===== config.mk =====
export PLATFORM = sky130hd
export DESIGN_NAME = uart_rx_unit
export DESIGN_NICKNAME = d
export VERILOG_FILES = /design/src/rtl/uart_rx_unit.sv
export SDC_FILE = /design/constraint.sdc
export NUM_CORES = 1
export LEC_CHECK = 0
export BUFFER_PORTS_ARGS = -buffer_cell sky130_fd_sc_hd__buf_4
export CAP_MARGIN = 20
export CORE_AREA = 3 3 106 67
export DETAILED_ROUTE_END_ITERATION = 16
export DIE_AREA = 0 0 109 70
export MAX_ROUTING_LAYER = met4
export PLACE_DENSITY = 0.66
export SYNTH_ARGS = -nofsm -noshare
export SYNTH_HDL_FRONTEND = slang
export SYNTH_SLANG_ARGS = --single-unit
export TNS_END_PERCENT = 100

===== constraint.sdc =====
create_clock -name clock -period 3.5 [get_ports clock]
set_input_delay 0.7 -clock clock [delete_from_list [all_inputs] [get_ports clock]]
set_output_delay 0.7 -clock clock [all_outputs]
set_load 0.01 [all_outputs]

===== src/rtl/uart_rx_unit.sv =====
`default_nettype none
// ============================================================================
// Module   : uart_rx_unit
// Brief    : 8-bit UART receiver with 16x oversampling, selectable baud rate,
//            optional odd/even parity, framing/parity error flags.
// Revision : 1.0 - initial release
// ============================================================================
module uart_rx_unit #(
    parameter int CLK_FREQ = 50000000
) (
    input  logic       clock,
    input  logic       reset,
    input  logic [1:0] baud_rate,
    input  logic [1:0] parity_type,
    input  logic       data_rx,
    output logic [7:0] data_out,
    output logic       valid,
    output logic       parity_error,
    output logic       stop_error,
    output logic       active_flag,
    output logic       done_flag
);

    // Oversample divisors; a result below 1 collapses to one tick per clock.
    localparam int C_DIV_2400  = CLK_FREQ / (16 * 2400);
    localparam int C_DIV_4800  = CLK_FREQ / (16 * 4800);
    localparam int C_DIV_9600  = CLK_FREQ / (16 * 9600);
    localparam int C_DIV_19200 = CLK_FREQ / (16 * 19200);

    localparam logic [31:0] C_LIM_2400  = (C_DIV_2400  > 1) ? 32'(C_DIV_2400  - 1) : 32'd0;
    localparam logic [31:0] C_LIM_4800  = (C_DIV_4800  > 1) ? 32'(C_DIV_4800  - 1) : 32'd0;
    localparam logic [31:0] C_LIM_9600  = (C_DIV_9600  > 1) ? 32'(C_DIV_9600  - 1) : 32'd0;
    localparam logic [31:0] C_LIM_19200 = (C_DIV_19200 > 1) ? 32'(C_DIV_19200 - 1) : 32'd0;

    typedef enum logic [2:0] {
        ST_IDLE   = 3'd0,
        ST_START  = 3'd1,
        ST_DATA   = 3'd2,
        ST_PARITY = 3'd3,
        ST_STOP   = 3'd4
    } state_t;

    state_t      r_state;
    logic        r_sync1;
    logic        r_sync2;
    logic [1:0]  r_baud;
    logic [1:0]  r_parity;
    logic [31:0] r_div;
    logic [3:0]  r_os;
    logic [2:0]  r_bit;
    logic [7:0]  r_shift;
    logic        r_perr;

    logic [1:0]  w_baud_sel;
    logic [31:0] w_div_lim;
    logic        w_start;
    logic        w_tick;
    logic        w_sample;
    logic        w_par_en;
    logic        w_par_exp;

    // Live settings in IDLE, frozen copies once a frame has begun.
    assign w_baud_sel = (r_state == ST_IDLE) ? baud_rate : r_baud;
    assign w_start    = (r_state == ST_IDLE) && !r_sync2;
    assign w_tick     = (r_div == w_div_lim);
    assign w_sample   = w_tick && (r_os == 4'd7);
    assign w_par_en   = (r_parity == 2'b01) || (r_parity == 2'b10);
    assign w_par_exp  = (^r_shift) ^ (r_parity == 2'b01);

    // Select the terminal count of the oversample divider.
    always_comb begin
        w_div_lim = C_LIM_9600;
        case (w_baud_sel)
            2'b00:   w_div_lim = C_LIM_2400;
            2'b01:   w_div_lim = C_LIM_4800;
            2'b10:   w_div_lim = C_LIM_9600;
            default: w_div_lim = C_LIM_19200;
        endcase
    end

    // Two-flop synchronizer for the asynchronous serial line (idles high).
    always_ff @(posedge clock) begin
        if (reset) begin
            r_sync1 <= 1'b1;
            r_sync2 <= 1'b1;
        end else begin
            r_sync1 <= data_rx;
            r_sync2 <= r_sync1;
        end
    end

    // Free-running oversample divider, realigned to the start edge.
    always_ff @(posedge clock) begin
        if (reset) begin
            r_div <= 32'd0;
        end else if (w_start || w_tick || (r_div > w_div_lim)) begin
            r_div <= 32'd0;
        end else begin
            r_div <= r_div + 32'd1;
        end
    end

    // Frame state machine with registered outputs; samples at tick count 7.
    always_ff @(posedge clock) begin
        if (reset) begin
            r_state      <= ST_IDLE;
            r_baud       <= 2'b00;
            r_parity     <= 2'b00;
            r_os         <= 4'd0;
            r_bit        <= 3'd0;
            r_shift      <= 8'h00;
            r_perr       <= 1'b0;
            data_out     <= 8'h00;
            valid        <= 1'b0;
            parity_error <= 1'b0;
            stop_error   <= 1'b0;
            active_flag  <= 1'b0;
            done_flag    <= 1'b0;
        end else begin
            valid <= 1'b0;
            if ((r_state != ST_IDLE) && w_tick) begin
                r_os <= r_os + 4'd1;
            end
            case (r_state)
                ST_IDLE: begin
                    if (!r_sync2) begin
                        r_state     <= ST_START;
                        r_os        <= 4'd0;
                        r_bit       <= 3'd0;
                        r_perr      <= 1'b0;
                        r_baud      <= baud_rate;
                        r_parity    <= parity_type;
                        active_flag <= 1'b1;
                        done_flag   <= 1'b0;
                    end
                end
                ST_START: begin
                    if (w_sample) begin
                        if (!r_sync2) begin
                            r_state <= ST_DATA;
                        end else begin
                            r_state     <= ST_IDLE;
                            active_flag <= 1'b0;
                        end
                    end
                end
                ST_DATA: begin
                    if (w_sample) begin
                        r_shift <= {r_sync2, r_shift[7:1]};
                        r_bit   <= r_bit + 3'd1;
                        if (r_bit == 3'd7) begin
                            r_state <= w_par_en ? ST_PARITY : ST_STOP;
                        end
                    end
                end
                ST_PARITY: begin
                    if (w_sample) begin
                        r_perr  <= (r_sync2 != w_par_exp);
                        r_state <= ST_STOP;
                    end
                end
                ST_STOP: begin
                    if (w_sample) begin
                        data_out     <= r_shift;
                        stop_error   <= ~r_sync2;
                        parity_error <= r_perr;
                        valid        <= 1'b1;
                        done_flag    <= 1'b1;
                        active_flag  <= 1'b0;
                        r_state      <= ST_IDLE;
                    end
                end
                default: begin
                    r_state     <= ST_IDLE;
                    active_flag <= 1'b0;
                end
            endcase
        end
    end

endmodule
`default_nettype wire


==> metrics.txt, run 1 <==
status=finished clean; placed cell count=428; # hold bufs at CTS=0; Post-Syn Area=3024 um^2; first-pass iteration count of the detailed router=4; Initial Util=49.27%; final slew viol count=0; clock-pin slew on the worst setup and hold paths=0.07 ns; critical path cell sequence=or3_1 -> nand2_1 -> nand2_1 -> inv_1 -> ha_1 -> inv_1 -> ha_1 -> nand4_1 -> nor4b_4 -> buf_4 -> nand3_1 -> or3_1 -> a21oi_1; ys flop type=dfxtp_1; Peak VDD IR=273.7 uV; post-route ant nets=0; Worst Path Buf+Inv=3; worst slew pin tran=0.5164 ns; Crit Path Max Fanout=11; site row count=22; # nets final=383; MaxCap Viol Count=0; Adder-Cell Fraction of Synth Area=8.275%; switching share of power=26.49%; slowest cell on the critical path=or3_1; total wire length=5.890 mm; Cells after Synth=312; minimum hold slack=0.4148 ns; Seq cells post-synth=70; clk_skew=0.01029 ns; number of port buffers=19; drt wl/cell=13.27 um; Fmax=313.9 MHz; main combinational cell family by area after synthesis=simple AND/OR/NAND/NOR gates; cts bufs inserted=9; Switch Pwr=0.4521 mW; Setup TNS=0 ns; slowest stage delay, CP=0.44 ns; Crit path required time=3.77 ns; clock power share=35.9%; Pint=1.255 mW; first-pass GRT wire length=9.998 mm; antenna diode count=0; clk buf depth=2; CP arrival=3.46 ns; area delta synth->final=17.38%; syn_area_per_cell=9.693 um^2; Fin. Hold Viols=0; DPL Wire Length=4.285 mm; Setup Viol. Count Final=0; vias per inst=5.106; fill count=563; post-synth cell types=41; Compound-Gate Fraction of Synth Area=8.523%; largest net degree at the start of global routing=37; static leakage=1.627 nW; endpoint class of the critical path=flop; Async SR Flop Fraction=0%; layout cells sized above 1=13.89%; Worst setup SP type=flop; ranking of synthesized cells by area=dfxtp_1 46%, ha_1 8.3%, mux2i_1 7.0%; commonest non-fill, non-tap cell in the layout=dfxtp_1; area leader, netlist=dfxtp_1; via count=2267; Placeable Area=6138 um^2; DIE HEIGHT=70 um; Post-Synth Simple-Gate Area=18.95%; xor and xnor area share after synthesis=6.537%; final std cells w/o fill=444; Tot GR Track Use=17.26%; Syn. warnings=0; Die Span X=109 um; Comb power frac=15.4%; EDFF count, synth=0; # IOs=20; minimum clock period=3.186 ns; top-area cell type share of the netlist area=46.34%; commonest cells after routing, fill and taps aside=70 x dfxtp_1, 31 x nor2_1, 30 x buf_4, 22 x nand2_1, 21 x mux2i_1; vias in the first global route=2126; grt total ovfl=0; initial antenna violation count=0; post-synthesis mux area share=7.323%; worst skew pair latency=0.34 ns; HP Class=flop to flop; clk sink count=70; kind of critical path=flop to flop; final period utilization=91.03%; Rel. slew slack=65.57%; unrepaired setup endpoints after global routing=no; DIE AREA=7630 um^2; Reg power frac=48.7%; initial DRC count=110; Tot Pwr=1.707 mW; family with the most delay on the worst path=simple AND/OR/NAND/NOR gates; register area share after synthesis=46.34%; CTS tree=done; clk root buf=clkbuf_8; H-tree depth=3; routability congestion estimate=0.8083; Pwr Density=480.8 nW/um^2; DR DRC count=0
## power by group through the flow
stage	Combinational (mW)	Sequential, mW	Clock (mW)
after floorplan	0.187	0.848	0
after global placement	0.251	0.848	0
after detailed placement	0.258	0.849	0
after CTS	0.260	0.831	0.629
after global routing	0.294	0.833	0.664
final	0.263	0.831	0.613
## kinds of logic after synthesis
kind of cell / count (synthesis)
XOR/XNOR: 21
AO/OA/AOI/OAI: 38
other: 1
adder cells (fa/ha/maj): 20
AND/OR/NAND/NOR: 109
buffers and inverters: 31
multiplexers: 22
flip-flops: 70
## registers in the layout, indices dropped and copies added, names as in the netlist
name / count
active_flag: 1
data_out: 8
done_flag: 1
parity_error: 1
r_baud: 2
r_bit: 3
r_div: 32
r_os: 4
r_parity: 2
r_perr: 1
r_shift: 8
r_state: 3
r_sync1: 1
r_sync2: 1
stop_error: 1
valid: 1
## path summary, 6_finish.rpt
| path | startpoint | end | slack (ns) | cells after the start |
|---|---|---|---|---|
| max reg2reg | r_state[2]$_SDFFE_PP0P_ | r_os[3]$_SDFF_PP0_ | 0.31 | 13 |
| max | r_state[2]$_SDFFE_PP0P_ | r_os[3]$_SDFF_PP0_ | 0.31 | 13 |
| min reg2reg | r_sync1$_SDFF_PP1_ | r_sync2$_SDFF_PP1_ | 0.41 | 1 |
| min | r_sync1$_SDFF_PP1_ | r_sync2$_SDFF_PP1_ | 0.41 | 1 |
## cell usage after synthesis (all sizes together), types with 4 or more instances
cell / count
mux2i: 21
inv: 15
nand4: 8
clkbuf: 14
nand2: 22
or2: 4
xor2: 10
nor4: 16
nand3: 8
a21oi: 15
ha: 20
dfxtp: 70
a21o: 6
xnor2: 10
nor2: 31
## per-layer routing
metal	vias up	share of wire [%]	global-route usage (%)
li1	1155	-	-
met1	1049	52	24.27
met2	54	42	23.06
met3	9	5.3	5.263
met4	0	1.3	6.303
met5	-	0	-
## metrics by stage
stage	cell area, um^2	util [%]	worst slack, ns
floorplan	3095	-	0.2599
global route	3550	57.83	0.1013
CTS	3536	57.60	0.1065
detailed placement	3356	54.67	0.09699
global placement	3356	54.67	0.1794
finish	3550	57.83	0.3139
## worst register-to-register path, stage by stage, from the launching register on
cell     delay, ns
dfxtp_1       0.42
or3_1         0.44
nand2_1       0.10
nand2_1       0.09
inv_1         0.09
ha_1          0.14
inv_1         0.07
ha_1          0.28
nand4_1       0.23
nor4b_4       0.32
buf_4         0.19
nand3_1       0.19
or3_1         0.39
a21oi_1       0.15
## repair_timing
item                       in CTS  in global routing
buffers inserted                0                  1
setup endpoints to repair       0                 37
gates resized for setup         0                  2
## final cells by class
type	count	area (um^2)	area share, %
repair buffers	30	225.2	6.345
well taps	84	105.1	2.961
flip-flops and latches	70	1401	39.48
inverters	15	56.30	1.586
multi-input cells	230	1582	44.55
clock buffers	11	131.4	3.701
clock inverters	4	48.80	1.375
Note: power is estimated with default switching activity, not from simulation.
==> run 2, diff against run 1 <==
--- a/config.mk
+++ b/config.mk
@@ -12,6 +12,7 @@
 export DIE_AREA = 0 0 109 70
 export MAX_ROUTING_LAYER = met4
 export PLACE_DENSITY = 0.66
+export RECOVER_POWER = 50
 export SYNTH_ARGS = -nofsm -noshare
 export SYNTH_HDL_FRONTEND = slang
 export SYNTH_SLANG_ARGS = --single-unit
==> run 2 against run 1 <==
The flow now finishes with violations (capacitance limit, slew limit). Sequential power about the same. Via count about the same. Design area decreased by 1.5%. Worst hold slack unchanged. Die area unchanged. Highest routed layer unchanged.
==> metrics.txt, run 2 (synthesis results as in run 1) <==
area delta synth->final=15.64%; DR DRC count=0; site row count=22; vias in the first global route=2126; DPL Wire Length=4.285 mm; number of port buffers=19; Worst Path Buf+Inv=3; Reg power frac=48.8%; Initial Util=49.27%; initial DRC count=104; drt wl/cell=13.31 um; first-pass GRT wire length=9.998 mm; Pint=1.253 mW; failing checks=capacitance limit, slew limit; Placed Area=3356 um^2; largest net degree at the start of global routing=37; kind of critical path=flop to flop; Setup Viol. Count Final=0; Rel. slew slack=-1.621%; routability congestion estimate=0.8083; worst skew pair latency=0.34 ns; Fmax=312.7 MHz; Setup Slack @ Placement=0.09699 ns; Crit path required time=3.76 ns; HP Class=flop to flop; # hold bufs at CTS=0; final period utilization=91.38%; via count=2268; # nets final=383; cts bufs inserted=9; status=finished with violations; minimum clock period=3.198 ns; worst slew pin tran=1.524 ns; critical path cell sequence=or3_1 -> nand2_1 -> nand2_1 -> inv_1 -> ha_1 -> inv_1 -> ha_1 -> nand4_1 -> nor4b_4 -> buf_4 -> nand3_1 -> or3_1 -> a21oi_2; Design Area, Final=3497 um^2; antenna diode count=0; Core Util, Final=56.97%; static leakage=1.568 nW; DIE AREA=7630 um^2; final slew viol count=37; Worst setup SP type=flop; CP arrival=3.46 ns; Setup TNS=0 ns; Regs by FF count=r_div (32), data_out (8), r_shift (8); Die Span X=109 um; Pwr Density=487.5 nW/um^2; post-route ant nets=0; switching share of power=26.49%; initial antenna violation count=0; DIE HEIGHT=70 um; total wire length=5.908 mm; slowest cell on the critical path=or3_1; slowest stage delay, CP=0.44 ns; commonest non-fill, non-tap cell in the layout=dfxtp_1; Crit Path Max Fanout=11; Fin. Hold Viols=0; Peak VDD IR=273.7 uV; Placeable Area=6138 um^2; layout cells sized above 1=10.00%; unrepaired setup endpoints after global routing=no; grt total ovfl=0; Tot GR Track Use=17.26%; endpoint class of the critical path=flop; Switch Pwr=0.4517 mW; CTS tree=done; clk buf depth=2; Largest register FFs=32; clock power share=35.9%; MaxCap Viol Count=1; Comb power frac=15.3%; clk_skew=0.01015 ns; reg-to-reg slack, setup=0.30 ns; clk root buf=clkbuf_8; H-tree depth=3; clock-pin slew on the worst setup and hold paths=0.07 ns; vias per inst=5.108; first-pass iteration count of the detailed router=4; # IOs=20; commonest cells after routing, fill and taps aside=70 x dfxtp_1, 31 x nor2_1, 22 x nand2_1, 21 x mux2i_1; largest reg by FF count=r_div; family with the most delay on the worst path=simple AND/OR/NAND/NOR gates; Tot Pwr=1.705 mW; clk sink count=70; final worst slack=0.3016 ns
run 2: cell count changes in the layout (fill, tap and decap cells not counted), sizes merged:
cell / before / now
clkbuf: 11 / 25
buf: 30 / 16
run 2: area by class of cell:
cell class	instances	area, um^2
Timing Repair Buffer	30	172.7
Clock buffer	11	131.4
Sequential cell	70	1401
Clock inverter	4	48.80
Fill cell	577	2641
Inverter	15	56.30
Multi-Input combinational cell	230	1582
Tap cell	84	105.1
run 2: power by group through the flow:
stage	clock, mW	sequential, mW	combinational (mW)
global placement	0	0.848	0.251
floorplan	0	0.848	0.187
global route	0.664	0.833	0.293
finish	0.612	0.831	0.261
CTS	0.629	0.831	0.260
detailed placement	0	0.849	0.258
run 2: final timing paths:
kind	from	end	depth (start not counted)
setup / recovery	r_state[2]$_SDFFE_PP0P_	r_state[2]$_SDFFE_PP0P_	13
setup reg to reg	r_state[2]$_SDFFE_PP0P_	r_state[2]$_SDFFE_PP0P_	13
hold / removal	r_sync1$_SDFF_PP1_	r_sync2$_SDFF_PP1_	1
hold reg to reg	r_sync1$_SDFF_PP1_	r_sync2$_SDFF_PP1_	1
run 2: metal layers:
metal,vias up,track usage (%),part of all wire (%)
met2,57,23.06,41
li1,1156,-,-
met5,-,-,0
met3,9,5.263,5.9
met4,0,6.303,1.3
met1,1046,24.27,52
run 2: timing repair:
item	4_1_cts	5_1_grt
endpoints found under the setup margin	0	37
buffers inserted	0	1
resized for setup	0	2
run 2: worst register-to-register path: stages, from the launching register on:
cell,delay (ns)
dfxtp_1,0.42
or3_1,0.44
nand2_1,0.10
nand2_1,0.09
inv_1,0.09
ha_1,0.14
inv_1,0.07
ha_1,0.28
nand4_1,0.23
nor4b_4,0.32
buf_4,0.19
nand3_1,0.18
or3_1,0.43
a21oi_2,0.14
run 2: metrics by stage:
stage	hold slack, ns	std cells
4_1_cts	0.4177	443
3_5_place_dp	0.3994	428
3_3_place_gp	0.3914	428
6_report	0.4148	444
5_1_grt	0.4521	444
2_1_floorplan	0.3895	331
